[config.mk]
export PLATFORM = sky130hd
export DESIGN_NAME = rv32_rf_write_arbiter
export DESIGN_NICKNAME = d
export VERILOG_FILES = /design/src/rtl/rv32_rf_write_arbiter.sv
export SDC_FILE = /design/constraint.sdc
export NUM_CORES = 1
export LEC_CHECK = 0
export CORE_MARGIN = 2
export CORE_UTILIZATION = 55
export DETAILED_ROUTE_END_ITERATION = 8
export PLACE_DENSITY = 0.95
export SLEW_MARGIN = 10
export SYNTH_ARGS = -nofsm -noshare
export SYNTH_HDL_FRONTEND = slang
export SYNTH_SLANG_ARGS = --single-unit
[constraint.sdc]
create_clock -name clk -period 8.2 [get_ports clk]
set_input_delay 2.46 -clock clk [delete_from_list [all_inputs] [get_ports clk]]
set_output_delay 2.46 -clock clk [all_outputs]
set_load 0.03 [all_outputs]
[src/rtl/rv32_rf_write_arbiter.sv]
// rv32_rf_write_arbiter
// Owns the single register-file write port and shares it between the in-order
// writeback stage and a long-latency unit. Long-unit results wait in a small FIFO.
// The FIFO head competes with pipeline writes for the port. Its wait is bounded
// by MAX_WAIT. A pending-destination mask is exported for the hazard unit.
//
// Ports
//   clk, resetn                       clock, asynchronous active-low reset
//   pipe_reg_write/pipe_rd/pipe_wb_data  WB stage write request
//   pipe_stall                        WB write denied this cycle
//   lu_valid/lu_rd/lu_data, lu_ready  long-unit result handshake
//   rf_we/rf_rd/rf_wdata              register-file write port
//   pend_mask                         destinations still buffered in the FIFO
//   fifo_count                        number of buffered results
module rv32_rf_write_arbiter #(
  parameter int DEPTH    = 2,
  parameter int MAX_WAIT = 4
) (
  input  logic                     clk,
  input  logic                     resetn,
  input  logic                     pipe_reg_write,
  input  logic [4:0]               pipe_rd,
  input  logic [31:0]              pipe_wb_data,
  output logic                     pipe_stall,
  input  logic                     lu_valid,
  output logic                     lu_ready,
  input  logic [4:0]               lu_rd,
  input  logic [31:0]              lu_data,
  output logic                     rf_we,
  output logic [4:0]               rf_rd,
  output logic [31:0]              rf_wdata,
  output logic [31:0]              pend_mask,
  output logic [$clog2(DEPTH):0]   fifo_count
);

  localparam int AW = $clog2(DEPTH);
  localparam int CW = AW + 1;
  localparam int WW = $clog2(MAX_WAIT + 1);
  localparam logic [CW-1:0] FULL_CNT = CW'(DEPTH);
  localparam logic [WW-1:0] WAIT_MAX = WW'(MAX_WAIT);

  logic [4:0]    r_rd   [DEPTH];
  logic [31:0]   r_data [DEPTH];
  logic [AW-1:0] r_wptr;
  logic [AW-1:0] r_rptr;
  logic [CW-1:0] r_count;
  logic [WW-1:0] r_wait;

  logic          w_pipeReq;
  logic          w_headReq;
  logic          w_full;
  logic          w_grantHead;
  logic          w_push;
  logic          w_pop;
  logic [31:0]   w_pendMask;

  // Buffered destinations. Only the entries counted from the read pointer are
  // live, so stale slots never leak into the mask.
  always_comb begin
    w_pendMask = '0;
    for (int k = 0; k < DEPTH; k++) begin
      if (CW'(k) < r_count) begin
        w_pendMask[r_rd[r_rptr + AW'(k)]] = 1'b1;
      end
    end
    w_pendMask[0] = 1'b0;
  end

  assign w_pipeReq = pipe_reg_write & (pipe_rd != 5'd0);
  assign w_headReq = (r_count != '0);
  assign w_full    = (r_count == FULL_CNT);

  // The head wins if the pipe is idle or the head has starved long enough.
  // It also wins if the FIFO is full, or if the pipe targets a register with
  // an older buffered write. The last case keeps the final value the
  // program-order one.
  assign w_grantHead = w_headReq & (~w_pipeReq | (r_wait == WAIT_MAX) | w_full |
                                    w_pendMask[pipe_rd]);

  // Writes to x0 complete the handshake but are never stored.
  assign w_push = lu_valid & ~w_full & (lu_rd != 5'd0);
  assign w_pop  = w_grantHead;

  always_comb begin
    rf_we    = w_pipeReq | w_headReq;
    rf_rd    = 5'd0;
    rf_wdata = 32'd0;
    if (w_grantHead) begin
      rf_rd    = r_rd[r_rptr];
      rf_wdata = r_data[r_rptr];
    end else if (w_pipeReq) begin
      rf_rd    = pipe_rd;
      rf_wdata = pipe_wb_data;
    end
  end

  assign pipe_stall = w_pipeReq & w_grantHead;
  assign lu_ready   = ~w_full;
  assign pend_mask  = w_pendMask;
  assign fifo_count = r_count;

  // Entry storage needs no reset; validity comes entirely from r_count.
  always_ff @(posedge clk) begin
    if (w_push) begin
      r_rd[r_wptr]   <= lu_rd;
      r_data[r_wptr] <= lu_data;
    end
  end

  // Pointers, occupancy and the head starvation counter. The counter restarts
  // whenever the head drains or the FIFO is empty.
  always_ff @(posedge clk or negedge resetn) begin
    if (!resetn) begin
      r_wptr  <= '0;
      r_rptr  <= '0;
      r_count <= '0;
      r_wait  <= '0;
    end else begin
      if (w_push) r_wptr <= r_wptr + AW'(1);
      if (w_pop)  r_rptr <= r_rptr + AW'(1);
      if (w_push && !w_pop)      r_count <= r_count + CW'(1);
      else if (!w_push && w_pop) r_count <= r_count - CW'(1);
      if (!w_headReq || w_grantHead) r_wait <= '0;
      else if (r_wait != WAIT_MAX)   r_wait <= r_wait + WW'(1);
    end
  end

endmodule

==> out/qor.yml <==
synth_top_family_by_area: "simple AND/OR/NAND/NOR gates"
antenna_found_initial: 0
fin_area_um2: 8200
timing.hold.ws_ps: 531
synth_seq_area_share_pct: 37.1
htree_levels: 3
synth_area_um2: 6450
fin_setup_tns_ps: 0
dieArea_um2: 12600
grt_util_all_layers_pct: 32.3
final_util_pct: 71.8
grt_pass1_vias: 6432
critPathArrivalTime_ps: 5450
setup.worst_path.class: "input pin to output pin"
postCtsSetupRepairBufs: 0
initial_core_util_pct: 56.5
cp-start-kind: "input pin"
layout_commonest_cell: "clkdlybuf4s50_1"
cp-end-kind: "output pin"
r2r_start: "fifo_count[0]"
dp.cells: 973
path_clk_slew_ps: 60
cp_num_buf_inv: 3
ys_warn_count: 0
hold_path_class: "register to register"
drt_iter0_drc: 875
crit_fanout: 16
tightest_slew_ps: 1180
drv_cap: 0
synth_xor_xnor_area_share_pct: 0.814
clk_path_buf_depth: 2
final_nets: 925
synth_compound_area_share_pct: 22.2
grt_first_pass_wirelength_um: 32600
drive_gt1_share_pct: 11.7
synth_edf_count: 74
worstSkewPairLatency_ps: 350
cts_tree: "built"
cp_common_cell: "buf_4"
vias: 6743
synth-main-ff-cell: "edfxtp_1"
r2r-end: "fifo_count[1]"
dp_slack_ps: 463
synth_area_per_cell_um2: 8.72
reg2reg_slack_ps: 3680
core_area_um2: 11400
synth.distinct_cells: 73
synth_cells: 740
crit_chain: "clkdlybuf4s50_1 -> or2_2 -> nor2_1 -> a32oi_1 -> o211ai_1 -> a21oi_1 -> nand3_1 -> buf_4 -> nor3b_1 -> nor3_1 -> buf_4"
cts_buffers: 9
die_w_um: 112
place.port_buffers: 150
slowest_delay_ps: 590
outcome: "completed"
dr.pass1.iters: 5
drv_slew: 0
power_density_nw_per_um2: 390
ioPinCount: 152
viasPerCell: 6.82
postCtsResizedCells: 0
grt_overflow: 0
hpwlAfterDp_um: 13900
max_slew_margin_pct: 21.1
worstPathRequired_ps: 5740
drt-wirelength-per-cell_um: 21.0
ant_nets: 0
cts_root_buf: "clkbuf_16"
ir_worst_vdd_v: 0.000273
clock.fmax_mhz: 126
antenna_cells: 0
synth_nets: 824
postSynth.asyncResetShare_pct: 8.64
timing.final.crit_period_ps: 7910
crit_start: "pipe_rd[2]"
r2r_cells: 15
layout_setup_ws_ps: 294
gp_congestion: 1.03
finalCritPeriodShare_pct: 96.4
ys_seq_elements: 81
ctsHoldBuffers: 0
crit_end: "rf_wdata[26]"
synthToLayoutAreaGrowth_pct: 27.1
finalPower_mw: 3.20
cp.depth: 11
synth_mux_area_share_pct: 2.79
p_leak_nw: 2.92
grt_max_degree: 99
rsz0062_at_grt: "no"
hold_viol: 0
drc: 0
fin_cells: 989
cts.sinks: 81
cp_top_family: "simple AND/OR/NAND/NOR gates"
final.setup_skew_ps: 6.11
cpMaxStageDelayCell: "clkdlybuf4s50_1"
placed_cell_area_um2: 7900
synth_simple_gate_area_share_pct: 29.5
rows: 39
layout.cells.most_common_list: "clkdlybuf4s50_1 (112), nand2_1 (85), edfxtp_1 (74)"
synth_adder_area_share_pct: 1.16
setup_violations: 0
die_y_um: 112
routed_wl_um: 20800
worst min path at each step:
stage	from	to	slack, ps	cells after the start
floorplan	r_wptr	r_wptr	460	1
detailed placement	r_wptr	r_wptr	520	1
global placement	fifo_count[0]	fifo_count[0]	520	1
finish	fifo_count[0]	fifo_count[0]	530	1
CTS	r_wptr	r_wptr	540	1
global route	r_wptr	r_wptr	560	1
state kept, by name, indices dropped and copies added, names as in the netlist:
name        cells
r_rd           10
r_rptr          1
r_wait          3
r_wptr          1
fifo_count      2
r_data         64
layer usage:
layer	GRT usage, %	up-vias	share of wire (%)
li1	-	3057	-
met4	14.1	0	3.8
met5	0	-	0
met2	51.4	471	46
met1	42.9	3142	41
met3	6.80	73	9.8
final cells by class:
| type | instances | area [um^2] |
|---|---|---|
| multi-input combinational | 570 | 3680 |
| fill | 844 | 3220 |
| sequential | 81 | 2400 |
| timing repair buffer | 170 | 1610 |
| clock buffer | 9 | 225 |
| tap | 143 | 179 |
| clock inverter | 7 | 76.3 |
| inverter | 9 | 33.8 |
where the power goes:
| part | switching [mW] | total [mW] | internal [mW] |
|---|---|---|---|
| registers | 0.112 | 0.678 | 0.566 |
| clock network | 0.172 | 0.411 | 0.239 |
| logic | 1.32 | 2.11 | 0.784 |
| total | 1.61 | 3.20 | 1.59 |
cell usage after synthesis (all sizes together) (5+ instances only):
master  instances  share of area (%)
nand2b          5               0.48
nor4b           6               0.91
nand4          13                1.3
nor3b          41                4.8
clkbuf         58                3.4
nand3b          5               0.58
nor4            9               0.87
a211oi         35                4.1
and3           38                3.7
edfxtp         74                 34
a31oi           6               0.78
nand3          10               0.78
a22oi          38                4.4
mux2            7                1.3
o22ai          28                2.8
ha              6                1.2
nand2          85                4.9
nor2b          41                4.0
inv             9               0.52
nor2           15               0.87
o221ai          9                1.2
dfrtp           7                2.7
a21oi          17                1.3
nor3           46                3.6
buf            22                2.4
o21ai          46                3.6
cells by family (layout without fill, tap and decap cells):
family | Yosys count | count (layout)
buffers and inverters | 89 | 195
adders and majority gates | 6 | 6
AOI/OAI and AO/OA | 208 | 208
DFF | 81 | 81
muxes | 13 | 13
other | 1 | 1
xor gates and xnor gates | 6 | 6
and+or+nand+nor | 336 | 336
(Power assumes the default switching activity.)
